<file path="src/rtl/vector_seq_divider_if.sv">
// Request/response bundle for vector_seq_divider.
// DIV_ZERO_FLAG_EN adds the per-element divide-by-zero flag (dz_flag).
interface vector_seq_divider_if #(parameter int WIDTH = 32);
  logic [WIDTH-1:0] operand_a;
  logic [WIDTH-1:0] operand_b;
  logic [1:0]       precision;
  logic [1:0]       opcode;
  logic             in_valid;
  logic             in_ready;
  logic [WIDTH-1:0] result;
  logic             out_valid;
  logic             out_ready;
`ifdef DIV_ZERO_FLAG_EN
  logic [3:0]       dz_flag;

  modport master (output operand_a, operand_b, precision, opcode, in_valid, out_ready,
                  input  in_ready, result, out_valid, dz_flag);
  modport slave  (input  operand_a, operand_b, precision, opcode, in_valid, out_ready,
                  output in_ready, result, out_valid, dz_flag);
`else
  modport master (output operand_a, operand_b, precision, opcode, in_valid, out_ready,
                  input  in_ready, result, out_valid);
  modport slave  (input  operand_a, operand_b, precision, opcode, in_valid, out_ready,
                  output in_ready, result, out_valid);
`endif
endinterface

</file>
<file path="src/rtl/vector_seq_divider.sv">
// Iterative restoring SIMD divider: 4x8 / 2x16 / 1x32 elements, quotient or remainder.
// Optional feature macro: DIV_ZERO_FLAG_EN (adds bus.dz_flag).
module vsd_sub_lane (
  input  logic [7:0] a,
  input  logic [7:0] b,
  input  logic       bin,
  output logic [7:0] d,
  output logic       bout
);
  assign {bout, d} = {1'b0, a} - {1'b0, b} - {8'd0, bin};
endmodule

module vector_seq_divider #(parameter int WIDTH = 32) (
  input  logic clk,
  input  logic rst,
  vector_seq_divider_if.slave bus
);
  localparam int NUM_LANES = WIDTH / 8;

  typedef enum logic [2:0] {IDLE, PREP, ITER, FIX, DONE} state_t;
  state_t state;

  logic [WIDTH-1:0] a_r, b_r, rem, dvd, dvs, q_fix, r_fix;
  logic [1:0]       prec, op;
  logic [4:0]       cnt;
  logic             fix_step;
  logic [3:0]       sa, sb, sa_n, sb_n, bz, ovf;

  function automatic logic [31:0] expand(input logic [1:0] p, input logic [3:0] m);
    case (p)
      2'b00:   expand = {{8{m[3]}}, {8{m[2]}}, {8{m[1]}}, {8{m[0]}}};
      2'b01:   expand = {{16{m[1]}}, {16{m[0]}}};
      default: expand = {32{m[0]}};
    endcase
  endfunction

  function automatic logic [3:0] msbs(input logic [31:0] x, input logic [1:0] p);
    case (p)
      2'b00:   msbs = {x[31], x[23], x[15], x[7]};
      2'b01:   msbs = {2'b00, x[31], x[15]};
      default: msbs = {3'b000, x[31]};
    endcase
  endfunction

  function automatic logic [31:0] neg_sel(input logic [31:0] x, input logic [1:0] p,
                                          input logic [3:0] m);
    logic [31:0] r;
    r = x;
    case (p)
      2'b00:   for (int e = 0; e < 4; e++) if (m[e]) r[e*8 +: 8] = -x[e*8 +: 8];
      2'b01:   for (int e = 0; e < 2; e++) if (m[e]) r[e*16 +: 16] = -x[e*16 +: 16];
      default: if (m[0]) r = -x;
    endcase
    return r;
  endfunction

  function automatic logic [3:0] eq_mask(input logic [31:0] x, input logic [31:0] pat,
                                         input logic [1:0] p);
    logic [3:0] m;
    m = '0;
    case (p)
      2'b00:   for (int e = 0; e < 4; e++) m[e] = (x[e*8 +: 8] == pat[e*8 +: 8]);
      2'b01:   for (int e = 0; e < 2; e++) m[e] = (x[e*16 +: 16] == pat[e*16 +: 16]);
      default: m[0] = (x == pat);
    endcase
    return m;
  endfunction

  // Segmented shift: each element shifts independently; top[k] is the byte holding
  // the MSB of the element that byte k belongs to.
  logic [NUM_LANES-1:0]      start, bout, qbit;
  logic [NUM_LANES-1:0][1:0] top;
  logic [WIDTH-1:0]          rem_sh, dvd_sh, diff, rem_nx, dvd_nx;

  always_comb begin
    case (prec)
      2'b00:   start = 4'b1111;
      2'b01:   start = 4'b0101;
      default: start = 4'b0001;
    endcase
    rem_sh = {rem[WIDTH-2:0], 1'b0};
    dvd_sh = {dvd[WIDTH-2:0], 1'b0};
    for (int k = 0; k < NUM_LANES; k++) begin
      logic [1:0] tk;
      tk = 2'(k);
      case (prec)
        2'b00:   top[k] = tk;
        2'b01:   top[k] = {tk[1], 1'b1};
        default: top[k] = 2'b11;
      endcase
      if (start[k]) begin
        rem_sh[k*8] = dvd[{top[k], 3'b111}];
        dvd_sh[k*8] = 1'b0;
      end
    end
  end

  for (genvar k = 0; k < NUM_LANES; k++) begin : g_lane
    logic bi, bo;
    if (k == 0) begin : g_first
      assign bi = 1'b0;
    end else begin : g_chain
      assign bi = start[k] ? 1'b0 : g_lane[k-1].bo;
    end
    vsd_sub_lane u_sub (.a(rem_sh[k*8 +: 8]), .b(dvs[k*8 +: 8]), .bin(bi),
                        .d(diff[k*8 +: 8]), .bout(bo));
    assign bout[k] = bo;
  end

  // A 1 shifted out of the remainder MSB means the shifted value exceeds any divisor.
  always_comb begin
    rem_nx = rem_sh;
    dvd_nx = dvd_sh;
    for (int k = 0; k < NUM_LANES; k++) begin
      qbit[k] = rem[{top[k], 3'b111}] | ~bout[top[k]];
      if (qbit[k]) rem_nx[k*8 +: 8] = diff[k*8 +: 8];
      if (start[k]) dvd_nx[k*8] = qbit[k];
    end
  end

  logic [31:0] minneg, em_z, em_o, q_fin, r_fin, res_fin;
  always_comb begin
    sa_n = op[0] ? 4'b0 : msbs(a_r, prec);
    sb_n = op[0] ? 4'b0 : msbs(b_r, prec);
    case (prec)
      2'b00:   minneg = 32'h8080_8080;
      2'b01:   minneg = 32'h8000_8000;
      default: minneg = 32'h8000_0000;
    endcase
    bz      = eq_mask(b_r, 32'h0, prec);
    ovf     = op[0] ? 4'b0 : (eq_mask(a_r, minneg, prec) & eq_mask(b_r, 32'hFFFF_FFFF, prec));
    em_z    = expand(prec, bz);
    em_o    = expand(prec, ovf);
    q_fin   = (q_fix & ~em_z & ~em_o) | em_z | (a_r & em_o);
    r_fin   = (r_fix & ~em_z & ~em_o) | (a_r & em_z);
    res_fin = op[1] ? r_fin : q_fin;
  end

  always_ff @(posedge clk) begin
    if (rst) begin
      state         <= IDLE;
      bus.in_ready  <= 1'b1;
      bus.out_valid <= 1'b0;
      bus.result    <= '0;
`ifdef DIV_ZERO_FLAG_EN
      bus.dz_flag   <= '0;
`endif
      a_r <= '0; b_r <= '0; rem <= '0; dvd <= '0; dvs <= '0;
      q_fix <= '0; r_fix <= '0; prec <= '0; op <= '0;
      cnt <= '0; fix_step <= 1'b0; sa <= '0; sb <= '0;
    end else begin
      case (state)
        IDLE: if (bus.in_valid) begin
          a_r          <= bus.operand_a;
          b_r          <= bus.operand_b;
          prec         <= (bus.precision == 2'b11) ? 2'b10 : bus.precision;
          op           <= bus.opcode;
          bus.in_ready <= 1'b0;
          state        <= PREP;
        end
        PREP: begin
          sa    <= sa_n;
          sb    <= sb_n;
          dvd   <= neg_sel(a_r, prec, sa_n);
          dvs   <= neg_sel(b_r, prec, sb_n);
          rem   <= '0;
          cnt   <= (prec == 2'b00) ? 5'd7 : (prec == 2'b01) ? 5'd15 : 5'd31;
          state <= ITER;
        end
        ITER: begin
          rem <= rem_nx;
          dvd <= dvd_nx;
          if (cnt == 5'd0) begin
            fix_step <= 1'b0;
            state    <= FIX;
          end else begin
            cnt <= cnt - 5'd1;
          end
        end
        // Two cycles: sign-correct, then select and apply special-case overrides.
        FIX: if (!fix_step) begin
          q_fix    <= neg_sel(dvd, prec, sa ^ sb);
          r_fix    <= neg_sel(rem, prec, sa);
          fix_step <= 1'b1;
        end else begin
          bus.result    <= res_fin;
          bus.out_valid <= 1'b1;
`ifdef DIV_ZERO_FLAG_EN
          bus.dz_flag   <= bz;
`endif
          state         <= DONE;
        end
        DONE: if (bus.out_ready) begin
          bus.out_valid <= 1'b0;
          bus.in_ready  <= 1'b1;
          state         <= IDLE;
        end
        default: state <= IDLE;
      endcase
    end
  end
endmodule

</file>
<file path="src/flat_wrapper.sv">
// flat-port wrapper written by rule: the top's interface ports become plain ports
module vector_seq_divider_flat 
#(parameter int WIDTH = 32)
  (clk, rst, bus_operand_a, bus_operand_b, bus_precision, bus_opcode, bus_in_valid, bus_out_ready, bus_in_ready, bus_result, bus_out_valid);
  vector_seq_divider_if #(.WIDTH(WIDTH)) bus_i ();
  input  logic clk;
  input  logic rst;
  input wire logic [$bits(bus_i.operand_a)-1:0] bus_operand_a;
  input wire logic [$bits(bus_i.operand_b)-1:0] bus_operand_b;
  input wire logic [$bits(bus_i.precision)-1:0] bus_precision;
  input wire logic [$bits(bus_i.opcode)-1:0] bus_opcode;
  input wire logic [$bits(bus_i.in_valid)-1:0] bus_in_valid;
  input wire logic [$bits(bus_i.out_ready)-1:0] bus_out_ready;
  output wire logic [$bits(bus_i.in_ready)-1:0] bus_in_ready;
  output wire logic [$bits(bus_i.result)-1:0] bus_result;
  output wire logic [$bits(bus_i.out_valid)-1:0] bus_out_valid;
  assign bus_i.operand_a = bus_operand_a;
  assign bus_i.operand_b = bus_operand_b;
  assign bus_i.precision = bus_precision;
  assign bus_i.opcode = bus_opcode;
  assign bus_i.in_valid = bus_in_valid;
  assign bus_i.out_ready = bus_out_ready;
  assign bus_in_ready = bus_i.in_ready;
  assign bus_result = bus_i.result;
  assign bus_out_valid = bus_i.out_valid;
  vector_seq_divider #(.WIDTH(WIDTH)) u_core (.clk(clk), .rst(rst), .bus(bus_i));
endmodule
</file>
<file path="config.mk">
export PLATFORM = sky130hd
export DESIGN_NAME = vector_seq_divider_flat
export DESIGN_NICKNAME = d
export VERILOG_FILES = /design/src/rtl/vector_seq_divider_if.sv /design/src/rtl/vector_seq_divider.sv /design/src/flat_wrapper.sv
export SDC_FILE = /design/constraint.sdc
export NUM_CORES = 1
export LEC_CHECK = 0
export CORE_ASPECT_RATIO = 1.25
export CORE_MARGIN = 2
export CORE_UTILIZATION = 25
export CTS_BUF_LIST = sky130_fd_sc_hd__clkbuf_4 sky130_fd_sc_hd__clkbuf_8
export DETAILED_ROUTE_END_ITERATION = 12
export HOLD_SLACK_MARGIN = 0.02
export PLACE_DENSITY = 0.4
export SETUP_SLACK_MARGIN = 0.15
export SYNTH_ARGS = -nofsm -noshare
export SYNTH_HDL_FRONTEND = slang
export SYNTH_SLANG_ARGS = --single-unit
</file>
<file path="constraint.sdc">
create_clock -name clk -period 10.65 [get_ports clk]
set_input_delay 2.6625 -clock clk [delete_from_list [all_inputs] [get_ports clk]]
set_output_delay 2.6625 -clock clk [all_outputs]
set_load 0.02 [all_outputs]
</file>
# [After elaboration in Yosys (flattened, before gate mapping)]
# Cells that the tools add are included.
[totals] ramBits=0 latchBits=0 register_bits=279 out_inout_bits=34 rom_bits=0 word_cells=235 memories=0 inputBits=72
[op_classes] n_mux=106 div_mod_pow=0 shift=0 n_bitwise=22 order_cmp=6 reduce_logical=23 multipliers=0 n_eq_ne=25 n_addsub=36
[op_table] op="32-bit one-hot mux with 2 select lines" count=8
[op_table] op="32-bit AND" count=6
[op_table] op="32-bit two-way mux" count=5
[op_table] op="8-bit two-way mux" count=20
[op_table] op="16-bit two-way mux" count=8
[op_table] op="16-bit negation" count=8
[op_table] op="32-bit negation" count=4
[op_table] op="8-bit negation" count=16
[op_table] op="32-bit bitwise OR" count=3
[op_table] op="32-bit NOT" count=2
[op_table] op="24-bit one-hot mux with 2 select lines" count=1
[op_table] op="8-bit == test (second input constant)" count=5
[op_table] op="8-bit by 8-bit subtractor with 9-bit output" count=4
[op_table] op="16-bit == test" count=2
[op_table] op="16-bit == test (second input constant)" count=2
[op_table] op="32-bit == test" count=1
[op_table] op="32-bit == test (second input constant)" count=1
[op_table] op="16-bit logical NOT" count=2
[op_table] op="32-bit logical NOT" count=1
[op_table] op="8-bit logical NOT" count=4
[op_table] op="1-bit two-way mux" count=27
[op_table] op="9-bit by 1-bit subtractor with 9-bit output" count=3
[op_table] op="8-bit == test" count=3
[op_table] op="4-bit one-hot mux with 2 select lines" count=3
[op_table] op="31 further kinds" count=79

# [Longest topological paths before layout]
# Gate-level depths: netlist of run 1.
[depth] depth_word=18 mapped_depth=41 ltp_nobuf=37

# [Modules after synthesis]
# Synthesis of run 1 repeated with hierarchy kept, for this count alone.
[hier_totals] hier_cells=2394 area_unflattened_um2=18148.7
[by_module_without_submodules] mod="vector_seq_divider" area_each_um2=15986.6 seq_area_each_um2=5585.4 instances=1 cells_each=2104
[by_module_without_submodules] mod="vsd_sub_lane (u_core.g_lane[0].u_sub ...)" area_each_um2=554.3 seq_area_each_um2=0.0 instances=2 cells_each=76
[by_module_without_submodules] mod="vsd_sub_lane (u_core.g_lane[2].u_sub ...)" area_each_um2=526.8 seq_area_each_um2=0.0 instances=2 cells_each=69

# [Least setup slack after synthesis of run 1]
# Ideal clock, no wire load.
[synth_path] path_type="reg2reg" from="register u_core.prec[0]" to="register u_core.rem[0]" setup_ns=0.075 synth_period_minus_slack_ns=10.525 t_arrival_ns=10.450 path_stages_with_launch=41 slack_ns=0.125 n_path_buf=5 required_ns=10.575 cell_sequence="dfxtp_1 clkbuf_1 clkbuf_1 clkbuf_1 buf_1 mux2i_1 nor2_1 a21oi_1 ha_1 inv_1 fa_1 a21oi_1 o211ai_1 o41ai_1 nand2_1 fa_1 ha_1 nor2_1 [... 5 more ...] nand2_1 fa_1 fa_1 nand2b_1 a2111oi_0 o41ai_1 xnor2_1 nand2_1 fa_1 fa_1 nand2b_1 a2111oi_0 o31a_1 mux2_2 o22ai_1 buf_1 mux2_2 o22ai_1"
[synth_via] elab_chain_cells=18 word_cells_on_any_way=35 classes_between="7 x add/sub; 1 x eq/ne; 23 x mux; 2 x bitwise; 2 x reduce/logical"
[synth_rtl] item="start, declared" line_no="vector_seq_divider.sv:24" source="logic [1:0] prec, op;"
[synth_rtl] item="start signal, assigned" line_no="vector_seq_divider.sv:156" source="prec <= (bus.precision == 2'b11) ? 2'b10 : bus.precision;"
[synth_rtl] item="2-bit by 1-bit == test with 1-bit output / 2-bit logical NOT (equally long branches)" line_no="vector_seq_divider.sv:76, vector_seq_divider.sv:86"
[synth_rtl] item="2-bit one-hot mux with 2 select lines / 2-bit OR reduction (equally long branches)"
[synth_rtl] item="1-bit binary-select mux with 2-bit select / 2-bit two-way mux (equally long branches)" line_no="vector_seq_divider.sv:92, vector_seq_divider.sv:86"
[synth_rtl] item="1-bit two-way mux (implied by the code) / 1-bit binary-select mux with 2-bit select (equally long branches)" line_no="vector_seq_divider.sv:92" source="rem_sh[k*8] = dvd[{top[k], 3'b111}];"
[synth_rtl] item="1-bit two-way mux, on equally long branches" line_no="vector_seq_divider.sv:91, vector_seq_divider.sv:92"
[synth_rtl] item="8-bit by 8-bit subtractor with 9-bit output / 1-bit two-way mux (equally long branches)" line_no="vector_seq_divider.sv:10, vector_seq_divider.sv:91"
[synth_rtl] item="1-bit two-way mux / 8-bit by 8-bit subtractor with 9-bit output (equally long branches)" line_no="vector_seq_divider.sv:103, vector_seq_divider.sv:10"
[synth_rtl] item="9-bit by 1-bit subtractor with 9-bit output" line_no="vector_seq_divider.sv:10" source="assign {bout, d} = {1'b0, a} - {1'b0, b} - {8'd0, bin};"
[synth_rtl] item="[... 2 more ...]"
[synth_rtl] item="1-bit two-way mux" line_no="vector_seq_divider.sv:103" source="assign bi = start[k] ? 1'b0 : g_lane[k-1].bo;"
[synth_rtl] item="9-bit by 1-bit subtractor with 9-bit output" line_no="vector_seq_divider.sv:10"
[synth_rtl] item="1-bit binary-select mux with 2-bit select" line_no="vector_seq_divider.sv:115" source="qbit[k] = rem[{top[k], 3'b111}] | ~bout[top[k]];"
[synth_rtl] item="1-bit two-way mux (implied by the code)" line_no="vector_seq_divider.sv:115"
[synth_rtl] item="1-bit NOT" line_no="vector_seq_divider.sv:115"
[synth_rtl] item="1-bit bitwise OR" line_no="vector_seq_divider.sv:115"
[synth_rtl] item="8-bit two-way mux (*)" line_no="vector_seq_divider.sv:116" source="if (qbit[k]) rem_nx[k*8 +: 8] = diff[k*8 +: 8];"
[synth_rtl] item="32-bit one-hot mux with 2 select lines (*)" line_no="vector_seq_divider.sv:152" source="case (state)"
[synth_rtl] item="end signal, assigned" line_no="vector_seq_divider.sv:171" source="rem <= rem_nx;"
[synth_rtl] item="end, declared" line_no="vector_seq_divider.sv:23" source="logic [WIDTH-1:0] a_r, b_r, rem, dvd, dvs, q_fix, r_fix;"
# Mark *: on every way between the ends. The rest lies on a longest branch, timed or not. The select of a mux whose other input is x is not followed.
# A chain may end at the register's enable or synchronous reset.

# [Final worst setup path of run 1]
[layout_path] from="register u_core.prec[0]" to="register u_core.rem[19]"
# Same word-level chain as after synthesis.

==> reports/qor.csv, run 1 <==
metric,value,unit
Synth Area in Simple Gates,21.80,%
pre-CTS WS,159.0,ps
post-synthesis xor/xnor area fraction,6.967,%
initial antenna violation count,2,
total CTS buffers,56,
WP data required,11130,ps
met2 WL post-DR,34520,µm
Syn Nets,2496,
top-area cell type share of the netlist area,31.74,%
RSZ-0062 raised after global routing,no,
Max IR drop VDD,0.00009406,V
startpoint types,flop,
prevailing post-synth register cell,dfxtp_1,
worst slew pin tran,1184,ps
Die Height,300.6,µm
CTS tree,yes,
Reg2Reg Setup Slack,710,ps
synthesized area per cell,7.511,µm²
Slew Limit Headroom,20.56,%
setup bufs post-CTS,0,
Lkg Pwr,7.434,nW
"Data arrival, critical path",10420,ps
drt wl/cell,21.72,µm
vias in the first global route,16940,
ANT nets after route,0,
"Cell Count, Final, Fillers Out",3359,
Post-Syn Area,17600,µm²
largest family of logic cells by synthesized area,compound AO/OA/AOI/OAI gates,
DRT Wirelength,72950,µm
GRT Residual Overflow,0,
Hold/Removal Path Class,flop to flop,
synth unique cells,80,
final net count,2539,
Vias,17270,
DR top layer,met5,
post-synth top area cell,dfxtp_1,
"CTS clk-pin slew, worst paths",60,ps
"Min Clock Period, post-route",9935,ps
cell count after synthesis,2343,
Max Cap Viol,0,
status,"complete, no violations",
synth cell count leaders,"349 x nand2_1, 279 x dfxtp_1, 241 x a21oi_1, 183 x nor2_1, 138 x clkbuf_1",
number of remaining DRC errors,0,
CTS Buffer Depth,3,
pwr/cell area,186.7,nW/µm²
worst reg2reg path depth,37,
layout cell share with drive strength beyond 1,7.759,%
Ys Warns,0,
number of DRC markers in iteration 0,1340,
"Seq/Total Area, Yosys",31.74,%
GP Congestion,0.8815,
Placed Instances,3263,
Skew-Pair Late Insertion Delay,670,ps
die width,241.3,µm
Setup crit end kind,flop,
r2r startpoint,u_core.prec[0]$_SDFFE_PP0P_,
met3 WL,3342,µm
CP Max Fanout,8,
Synth Area in Compound Gates,24.01,%
P&R area growth vs syn,17.84,%
Root Buffer,clkbuf_8,
Port Buffer Count,105,
met1 wire length,32810,µm
Ports,106,
post-DP HPWL,53880,µm
fin. max-slew vios,0,
crit-path max cell delay,580,ps
"EDFF count, synth",0,
register bit total from synthesis,279,
first-pass GRT wire length,109100,µm
CTS Sinks,279,
FP Rows,108,
Hold WS,451.8,ps
post-route setup TNS,0,ps
vias per inst,5.142,
drt first pass iters,5,
Max Clk Rate,100.7,MHz
CP most frequent cell,fa_1,
CP max-delay cell,fa_1,
post-synthesis mux area share,3.348,%
final-report hold violation count,0,
"count leader, synth",nand2_1,
DIE AREA,72550,µm²
Synth async-reset ratio,0,%
hold endpoint,u_core.q_fix[0]$_SDFFE_PP0P_,
period utilization,93.29,%
H-tree levels,2,
Synth area leaders,"dfxtp_1 32%, nand2_1 7.4%, a21oi_1 6.9%",
largest net degree at the start of global routing,162,
GRT Overall Usage,19.91,%
Hold Startpoint,u_core.q_fix[0]$_SDFFE_PP0P_,
Critical Setup Path Class,flop to flop,
Initial Util,25.29,%
Core ar.,69590,µm²
hold path cells,2,
reg-to-reg endpoint,u_core.rem[19]$_SDFFE_PP0P_,
Clock Skews,49.01,ps
final worst slack,714.9,ps
Final setup viols,0,
adder-cell share of the synthesized area,6.057,%
[state kept, by name, indices dropped and copies added, names as in the netlist, 3 cells and up]
name               flops
u_core.dvd            32
u_core.dvs            32
u_core.cnt             5
u_core.q_fix          32
u_core.bus.result     32
u_core.state           3
u_core.b_r            32
u_core.sb              4
u_core.r_fix          32
u_core.rem            32
u_core.a_r            32
u_core.sa              4
[final cells by class]
cell class / instances / area, µm²
Fill cell: 7633 / 48850
Multi-Input combinational cell: 1782 / 11010
Sequential cell: 279 / 5587
Timing Repair Buffer: 144 / 1370
Tap cell: 935 / 1170
Clock buffer: 87 / 1079
Inverter: 123 / 461.7
Clock inverter: 8 / 61.31
Antenna cell: 1 / 2.502
[stage by stage]
step	area, µm²	util, %	total power, W
after global placement	19570	28.12	0.002719
after global routing	20740	29.80	0.004120
after CTS	20720	29.77	0.003900
final	20740	29.80	0.003871
after floorplan	17600	-	0.002237
after detailed placement	19570	28.12	0.002724
[critical path, delay by kind of cell, from the launching register on]
kind | cells | cell delay, ps
flops | 1 | 350
buf+inv | 3 | 430
mux | 3 | 790
xor+xnor | 2 | 450
fa+ha+maj | 9 | 3670
compound gates | 13 | 3250
simple gates | 7 | 790
[where the power goes]
part | total, W | internal, W | switching, W
sequential | 0.00125 | 0.00112 | 0.000127
clock | 0.00115 | 0.000639 | 0.000514
combinational | 0.00147 | 0.000575 | 0.000894
[metal layers]
layer  track usage [%]  vias to the layer above
met5                 0                        -
met2             33.40                      468
li1                  -                     8408
met1             26.24                     8273
met4             6.452                        2
met3             2.659                      122
[timing repair]
action                     CTS  global route
gates resized for setup      1             6
hold buffers                 0             0
setup endpoints to repair    4            27
[worst max path at each step]
stage	startpoint	endpoint
4_1_cts	u_core.prec[0]$_SDFFE_PP0P_	u_core.rem[0]$_SDFFE_PP0P_
3_3_place_gp	u_core.prec[0]$_SDFFE_PP0P_	u_core.rem[0]$_SDFFE_PP0P_
6_report	u_core.prec[0]$_SDFFE_PP0P_	u_core.rem[19]$_SDFFE_PP0P_
2_1_floorplan	u_core.prec[0]$_SDFFE_PP0P_	u_core.rem[8]$_SDFFE_PP0P_
5_1_grt	u_core.prec[0]$_SDFFE_PP0P_	u_core.rem[15]$_SDFFE_PP0P_
3_5_place_dp	u_core.prec[0]$_SDFFE_PP0P_	u_core.rem[0]$_SDFFE_PP0P_
[logic make-up after synthesis]
family / count (synthesis)
xor gates and xnor gates: 140
DFF: 279
and+or+nand+nor: 830
AOI/OAI and AO/OA: 673
adders and majority gates: 81
buffers and inverters: 282
muxes: 58
[cells in the final DEF, fill, tap and decap left out, types with 13 or more instances in the layout]
master and n:
nand2_1 349, dfxtp_1 278, a21oi_1 241, nor2_1 180
o21ai_0 128, inv_1 122, clkdlybuf4s50_1 104, xnor2_1 98
ha_1 74, a211oi_1 71, clkbuf_8 68, nor3_1 67
mux2i_1 51, xor2_1 42, buf_4 37, nand3_1 36
a31oi_1 31, or3_1 26, o22ai_1 22, nand4_1 21
nor2b_1 19, clkbuf_4 19, a22oi_1 18, nor4_1 18
and3_1 18, nand2b_1 17, or2_2 16, o211ai_1 16
a21o_1 14, a221oi_1 13
Note: power is estimated with default switching activity, not from simulation.
==> inputs of run 2 (changes only) <==
- CORE_ASPECT_RATIO: 1.25 -> unset
- SKIP_LAST_GASP: unset -> 1
==> run 2 against run 1 <==
Against the previous run: power is 2.3% higher; critical path depth stayed put; combinational power hardly changed; non-clock buffer count is 2 higher; die area hardly changed; count of clock-buffer cells in the layout is 3 lower; clock skew is 12 ps lower; register-to-register slack better by 60 ps; flip-flop and latch count stayed put; global-route usage is 0.16 points higher.
==> reports/qor.csv, run 2 (synthesis gave the netlist of run 1 again) <==
metric,value,unit,change
status,"complete, no violations",,
Ports,106,,unchanged
fin. max-slew vios,0,,unchanged
pwr/cell area,190.0,nW/µm²,+1.8%
"Min Clock Period, post-route",9877,ps,-57.92 ps
crit-path max cell delay,520,ps,-60 ps
Critical Setup Path Class,flop to flop,,
CP most frequent cell,fa_1,,
H-tree levels,2,,unchanged
initial antenna violation count,2,,unchanged
total power draw,0.003962,W,+2.3%
Initial Util,25.18,%,-0.11 points
Max Cap Viol,0,,unchanged
RSZ-0062 raised after global routing,no,,
number of DRC markers in iteration 0,1520,,+13%
hold_buf cts,0,,unchanged
startpoint types,flop,,
WP data required,11210,ps,+80 ps
GRT Overall Usage,20.07,%,+0.16 points
Vias,17400,,+0.75%
Slew Limit Headroom,14.70,%,-5.9 points
Hold Startpoint,u_core.q_fix[0]$_SDFFE_PP0P_,,
DRT Wirelength,75430,µm,+3.4%
ANT nets after route,0,,unchanged
Clock Skews,36.82,ps,-12.19 ps
CTS tree,yes,,
Skew-Pair Late Insertion Delay,680,ps,about the same
Max IR drop VDD,0.00008242,V,-12%
Reg2Reg Setup Slack,770,ps,+60 ps
r2r startpoint,u_core.prec[0]$_SDFFE_PP0P_,,
Core ar.,69910,µm²,+0.45%
reg-to-reg endpoint,u_core.rem[20]$_SDFFE_PP0P_,,
"Data arrival, critical path",10440,ps,+20 ps
Hold/Removal Path Class,flop to flop,,
post-DP HPWL,56200,µm,+4.3%
drt wl/cell,22.34,µm,+2.8%
Final setup viols,0,,unchanged
vias per inst,5.153,,+0.22%
number of remaining DRC errors,0,,unchanged
"CTS clk-pin slew, worst paths",60,ps,about the same
CP Max Fanout,12,,+4
GRT Residual Overflow,0,,unchanged
most frequent cells in the layout,"349 x nand2_1, 278 x dfxtp_1, 241 x a21oi_1, 180 x nor2_1, 128 x o21ai_0",,
final net count,2540,,+0.039%
FP Rows,97,,-10%
Lkg Pwr,7.477,nW,+0.58%
layout cell share with drive strength beyond 1,8.025,%,+0.27 points
die width,269.3,µm,+12%
Die Height,269.3,µm,-10%
CTS Sinks,279,,unchanged
GP Congestion,0.9022,,+2.3%
CTS Buffer Depth,3,,unchanged
CP Capture Point,u_core.rem[20]$_SDFFE_PP0P_,,
worst slew pin tran,1275,ps,+91.14 ps
DIE AREA,72540,µm²,about the same
CP max-delay cell,fa_1,,
period utilization,92.74,%,-0.54 points
Max Clk Rate,101.2,MHz,+0.59%
setup bufs post-CTS,0,,unchanged
total CTS buffers,55,,-1.8%
first-pass GRT wire length,110100,µm,+0.90%
"commonest non-fill, non-tap cell in the layout",nand2_1,,
Root Buffer,clkbuf_8,,
final-report hold violation count,0,,unchanged
CTS resizes,0,,-1
drt first pass iters,5,,unchanged
largest net degree at the start of global routing,177,,+9.3%
worst reg2reg path depth,37,,unchanged
Setup crit end kind,flop,,
P&R area growth vs syn,18.46,%,
vias in the first global route,16590,,-2.1%
post-route setup TNS,0,ps,unchanged
Setup crit start,u_core.prec[0]$_SDFFE_PP0P_,,
Port Buffer Count,105,,unchanged
## run 2: cell count changes in the layout (fill, tap and decap cells not counted), moves of 2 or more
cell,change
clkinv_2,+6
diode_2,+6
clkbuf_4,-4
bufinv_16,+2
buf_4,+3
## run 2: per-stage QoR
step           util [%]  setup WS, ps  area (µm²)  std cells  hold slack, ps
3_5_place_dp      27.99         271.9       19570       3270           443.5
5_1_grt           29.80         182.4       20830       3371           473.4
3_3_place_gp      27.99         401.2       19570       3270           439.1
2_1_floorplan         -         169.5       17600       2343           427.4
6_report          29.82         772.8       20850       3377           451.8
4_1_cts           29.72         167.4       20780       3370           452.1
## run 2: worst min-delay path by stage
stage / slack (ps) / cells after the start / endpoint
floorplan: 430 / 2 / u_core.r_fix[20]$_SDFFE_PP0P_
global placement: 440 / 2 / u_core.q_fix[23]$_SDFFE_PP0P_
detailed placement: 440 / 2 / u_core.r_fix[20]$_SDFFE_PP0P_
CTS: 450 / 2 / u_core.r_fix[20]$_SDFFE_PP0P_
global route: 470 / 2 / u_core.r_fix[20]$_SDFFE_PP0P_
finish: 450 / 2 / u_core.q_fix[0]$_SDFFE_PP0P_
## run 2: cell type report
class	instances	area, µm²
fill	7688	49060
multi-input combinational	1782	11020
sequential	279	5587
timing repair buffer	146	1373
tap	940	1176
clock buffer	84	1062
inverter	123	461.7
clock inverter	16	147.6
antenna	7	17.52
## run 2: report_power, final
| group | total (W) | internal, W | switching, W | leakage [nW] |
|---|---|---|---|---|
| logic | 0.00149 | 0.000580 | 0.000913 | 4.56 |
| registers | 0.00126 | 0.00112 | 0.000139 | 2.27 |
| clock network | 0.00121 | 0.000685 | 0.000522 | 0.648 |
## run 2: metal layers
layer	global-route usage [%]	vias to the layer above	share of wire, %
met2	29.52	500	42
met1	28.76	8374	48
met5	0	-	0
li1	-	8434	-
met3	3.838	95	6.1
met4	7.617	0	3.6
## run 2: worst max-delay path, delay by kind of cell, from the launching register on
family	cells	cell delay, ps
multiplexers	2	590
flip-flops	1	350
AO/OA/AOI/OAI	13	3170
XOR/XNOR	2	510
AND/OR/NAND/NOR	8	1190
adder cells (fa/ha/maj)	9	3630
buffers and inverters	3	310
==> inputs of run 3 (changes only) <==
- CORE_UTILIZATION: 25 -> 50
- CTS_CLUSTER_DIAMETER: unset -> 100
- DONT_BUFFER_PORTS: unset -> 1
- PLACE_DENSITY: 0.4 -> 0.66
==> run 3 against run 2 <==
Against the previous run: cell count is 18% lower; largest power group unchanged; register-to-register slack worse by 130 ps; critical path depth is 1 lower; sequential share of layout area is 2.7 points higher; routed wire length is 16% lower; global-route usage is 14 points higher; sequential power hardly changed; hold slack worse by 5.4 ps; critical endpoint is now u_core.rem[0]$_SDFFE_PP0P_; first-iteration DRC count is 18% higher; power is 5.8% lower; die area is 49% lower.
==> reports/qor.csv, run 3 (synthesis gave the netlist of run 1 again) <==
metric,value,unit,change
status,"complete, no violations",,
"Cell Count, Final, Fillers Out",2760,,-18%
number of fill cells,3381,,-56%
die width,191.6,µm,-29%
CP Max Fanout,10,,-2
Setup crit end kind,flop,,
GRT Residual Overflow,0,,unchanged
crit-path max cell delay,580,ps,+60 ps
CTS Buffer Depth,3,,unchanged
Placed Instances,2670,,-18%
number of DRC markers in iteration 0,1790,,+18%
CP most frequent cell,fa_1,,
startpoint types,flop,,
Max Clk Rate,99.90,MHz,-1.3%
first-pass GRT wire length,95140,µm,-14%
critical path buffer and inverter count,2,,-1
period utilization,93.99,%,+1.2 points
layout cell share with drive strength beyond 1,7.335,%,-0.69 points
pwr/cell area,196.9,nW/µm²,+3.6%
Final setup viols,0,,unchanged
FP Rows,68,,-30%
"CTS clk-pin slew, worst paths",60,ps,about the same
largest net degree at the start of global routing,228,,+29%
Critical Setup Path Class,flop to flop,,
post-DP HPWL,46370,µm,-18%
"commonest non-fill, non-tap cell in the layout",nand2_1,,
DIE AREA,36720,µm²,-49%
Root Buffer,clkbuf_8,,
GP Congestion,1.003,,+11%
CP max-delay cell,fa_1,,
Vias,17450,,+0.26%
"Min Clock Period, post-route",10010,ps,+132.9 ps
setup bufs post-CTS,0,,unchanged
Lkg Pwr,6.952,nW,-7.0%
drt first pass iters,7,,+2
post-route setup TNS,0,ps,unchanged
Hold/Removal Path Class,flop to flop,,
H-tree levels,2,,unchanged
final core occ,54.71,%,+25 points
Die Height,191.6,µm,-29%
CTS Sinks,279,,unchanged
drt wl/cell,22.88,µm,+2.5%
fin area,18940,µm²,-9.1%
Max IR drop VDD,0.0001088,V,+32%
Ports,106,,unchanged
Port Buffer Count,0,,-100%
GRT Overall Usage,34.12,%,+14 points
final-report hold violation count,0,,unchanged
Slew Limit Headroom,23.47,%,+8.8 points
RSZ-0062 raised after global routing,no,,
Initial Util,50.82,%,+26 points
most frequent cells in the layout,"349 x nand2_1, 278 x dfxtp_1, 241 x a21oi_1, 181 x nor2_1, 128 x o21ai_0",,
"Data arrival, critical path",10550,ps,+110 ps
Skew-Pair Late Insertion Delay,650,ps,-30 ps
DRT Wirelength,63160,µm,-16%
Core ar.,34630,µm²,-50%
WP data required,11190,ps,-20 ps
worst slew pin tran,1144,ps,-131.1 ps
vias in the first global route,15800,,-4.7%
fin. max-slew vios,0,,unchanged
final net count,2419,,-4.8%
number of remaining DRC errors,0,,unchanged
ANT nets after route,0,,unchanged
initial antenna violation count,2,,unchanged
total power draw,0.003731,W,-5.8%
Clock Skews,30.88,ps,-5.937 ps
Max Cap Viol,0,,unchanged
vias per inst,6.322,,+23%
P&R area growth vs syn,7.642,%,
top cell family by delay on the critical path,adder cells,,
CTS tree,yes,,
total CTS buffers,49,,-11%
dpl cell area,17810,µm²,-9.0%
run 3: worst register-to-register path: cells and delay by family, from the launching register on:
family / cells / cell delay [ps]
buffers and inverters: 2 / 280
multiplexers: 3 / 990
flip-flops: 1 / 350
AND/OR/NAND/NOR: 7 / 890
AO/OA/AOI/OAI: 13 / 3270
XOR/XNOR: 2 / 450
adder cells (fa/ha/maj): 9 / 3670
run 3: repair_timing:
| action | in CTS | in global routing |
|---|---|---|
| endpoints found under the setup margin | 0 | 28 |
| resized for setup | 0 | 6 |
| hold buffers | 0 | 0 |
run 3: layout make-up:
cell class | count | area [µm²] | share of cell area, %
Multi-Input combinational cell | 1782 | 10980 | 57.97
Sequential cell | 279 | 5587 | 29.49
Clock buffer | 83 | 1042 | 5.502
Tap cell | 455 | 569.3 | 3.005
Inverter | 123 | 461.7 | 2.437
Timing Repair Buffer | 31 | 232.7 | 1.228
Clock inverter | 6 | 66.31 | 0.3500
Antenna cell | 1 | 2.502 | 0.01321
run 3: final timing paths:
check        slack (ps)  depth (start not counted)                             to                          start
max                 640                         36     u_core.rem[0]$_SDFFE_PP0P_    u_core.prec[0]$_SDFFE_PP0P_
max reg2reg         640                         36     u_core.rem[0]$_SDFFE_PP0P_    u_core.prec[0]$_SDFFE_PP0P_
min reg2reg         450                          2  u_core.r_fix[13]$_SDFFE_PP0P_  u_core.r_fix[13]$_SDFFE_PP0P_
min                 450                          2  u_core.r_fix[13]$_SDFFE_PP0P_  u_core.r_fix[13]$_SDFFE_PP0P_
run 3: stage by stage:
| stage | hold WS, ps | worst slack [ps] |
|---|---|---|
| 2_1_floorplan | 427.4 | 169.5 |
| 5_1_grt | 468.4 | 77.23 |
| 4_1_cts | 445.0 | 337.5 |
| 6_report | 446.4 | 640.0 |
| 3_3_place_gp | 435.9 | 608.0 |
| 3_5_place_dp | 438.2 | 394.6 |
run 3: metal layers:
| metal | up-vias | global-route usage, % | routed length [µm] |
|---|---|---|---|
| met5 | - | 0 | 13 |
| met4 | 2 | 13.08 | 2362 |
| met3 | 127 | 6.943 | 6741 |
| met2 | 887 | 49.32 | 26290 |
| met1 | 8279 | 49.51 | 27760 |
| li1 | 8153 | - | - |
run 3: power breakdown:
part	switching, W	total, W	internal (W)	leakage, nW
sequential	0.000135	0.00126	0.00112	2.27
combinational	0.000835	0.00136	0.000525	4.10
clock	0.000474	0.00111	0.000639	0.584
total	0.00144	0.00373	0.00229	6.95
==> RTL change: new RTL, flow settings as in run 2 <==
Reset style: asynchronous (`rst`), changed in one clocked block.
--- a/src/rtl/vector_seq_divider.sv
+++ b/src/rtl/vector_seq_divider.sv
@@ -138,3 +138,3 @@
 
-  always_ff @(posedge clk) begin
+  always_ff @(posedge clk or posedge rst) begin
     if (rst) begin
Check against the original RTL: not settled (the Yosys comparison gave no result); the edit may change what the design does.
==> RTL change against run 2 <==
- critical path depth is 1 higher
- routed wire length is 11% lower
- cell area is 2.9% higher
- die area is 2.7% higher
- sequential cell count stayed put
- synthesized area is 2.7% higher
- critical path type unchanged
- worst setup slack better by 230 ps
Power is not compared: it rests on default switching activity, and its combinational part moved more than twofold at a synthesized area within 25%.
==> RTL change: results (changes against run 2) <==
global_routing:
  grt_max_degree: 107  # was 177
  track_usage_pct: 18.06  # was 20.07%
  grt_pass1_wl_mm: 103.2  # was 110.1 mm
  gr-usage-met2_pct: 28.69  # was 29.52%
  gr-usage-met3_pct: 2.645  # was 3.838%
  antenna_found_initial: 1  # was 2
  grt_pass1_vias: 15980  # was 16.59k
  met1_usage_pct: 25.60  # was 28.76%
synth:
  synth.area.top_cells: "dfrtp_1 38%, o21ai_0 5.8%, ha_1 5.1%"  # was dfxtp_1 32%, nand2_1 7.4%, a21oi_1 6.9%
  synth_seq_area_share_pct: 38.63  # was 31.74%
  yosysWarnings: 0  # unchanged
  ys_top_cells_by_count: "278 x dfrtp_1, 229 x nand2_1, 208 x o21ai_0"  # was 349 x nand2_1, 279 x dfxtp_1, 241 x a21oi_1
  ys_types: 92  # was 80
  syn_nets: 2223  # was 2,496
  synthArstFlopShare_pct: 100.0  # was 0%
placement:
  place_hpwl_mm: 48.53  # was 56.20 mm
  pre_cts_ws_ps: 312.9  # was 271.9 ps
  routabilityCongestion: 0.8978  # was 0.9022
  placed_area_um2: 20140  # was 19,570 um^2
timing:
  min_period_ps: 9649  # was 9877 ps
  max_slew_margin_pct: 10.03  # was 14.70%
  finalClockSkew_ps: 32.79  # was 36.82 ps
final_layout:
  final_nets: 2300  # was 2,540
  drive_gt1_share_pct: 11.08  # was 8.025%
critical_path:
  timing.rr.start: "u_core.prec[0]"  # unchanged
  worst_r2r_path_depth: 38  # was 37
  worstPathMaxFanout: 8  # was 12
  slowest_stage: "fa_1"  # unchanged
  startpoint: "u_core.prec[0]"  # unchanged
  endpoint: "u_core.rem[3]"  # was u_core.rem[20]
  arrival_ps: 10150  # was 10,440 ps
drt:
  dr.pass1.iters: 5  # unchanged
  drt_iter0_drc: 1067  # was 1,520
  viasPerCell: 5.045  # was 5.153
  routed_wl_mm: 67.25  # was 75.43 mm
cts:
  cts_buffers: 58  # was 55
  clk_pin_slew_ps: 50
  clk_latency_ps: 680  # about the same
  clock_path_buffers: 3  # unchanged
power_and_ir_drop:
  vdd_ir_drop_max_v: 0.0001955
hold_path:
  holdPathStages: 2  # unchanged
  hp-start: "u_core.r_fix[18]"  # was u_core.q_fix[0]
  hold_end: "u_core.r_fix[18]"  # was u_core.q_fix[0]
run_status:
  status: "finished, final reports clean"  # unchanged
==> RTL change: logic make-up after synthesis <==
group                    synth area share, %
AO/OA/AOI/OAI                          20.16
XOR/XNOR                               7.172
adder cells (fa/ha/maj)                5.898
buffers and inverters                  5.344
flip-flops                             38.63
multiplexers                           5.891
AND/OR/NAND/NOR                        16.90
==> RTL change: report_power, final <==
group | switching (uW) | leakage, uW | total [uW] | internal, uW
clock network | 526 | 0.000686 | 1250 | 725
logic | 2900 | 0.00480 | 4940 | 2040
registers | 677 | 0.00345 | 2250 | 1570
==> RTL change: tightest hold or removal path, stage by stage, from the launching register on <==
cell,delay (ps)
dfrtp_1,330
nand2_1,50
o21ai_0,60
==> RTL change: per-stage QoR <==
step	std cells	power, uW	hold slack, ps
detailed placement	3037	7171	464.8
global route	3145	9190	498.3
global placement	3037	7140	462.8
CTS	3144	8478	477.3
finish	3146	8441	472.3
floorplan	2070	5522	441.8
==> RTL change: cell type report <==
type / count / area [um^2]
Multi-Input combinational cell: 1545 / 10170
Sequential cell: 279 / 6984
Antenna cell: 2 / 5.005
Clock buffer: 97 / 1191
Timing Repair Buffer: 145 / 1364
Inverter: 118 / 450.4
Clock inverter: 10 / 83.83
Fill cell: 7597 / 50040
Tap cell: 950 / 1189
==> RTL change: metal layers <==
metal / part of all wire (%) / vias to the layer above
li1: - / 7526
met1: 48 / 7810
met2: 45 / 447
met3: 4.6 / 87
met4: 2.0 / 0
met5: 0 / -
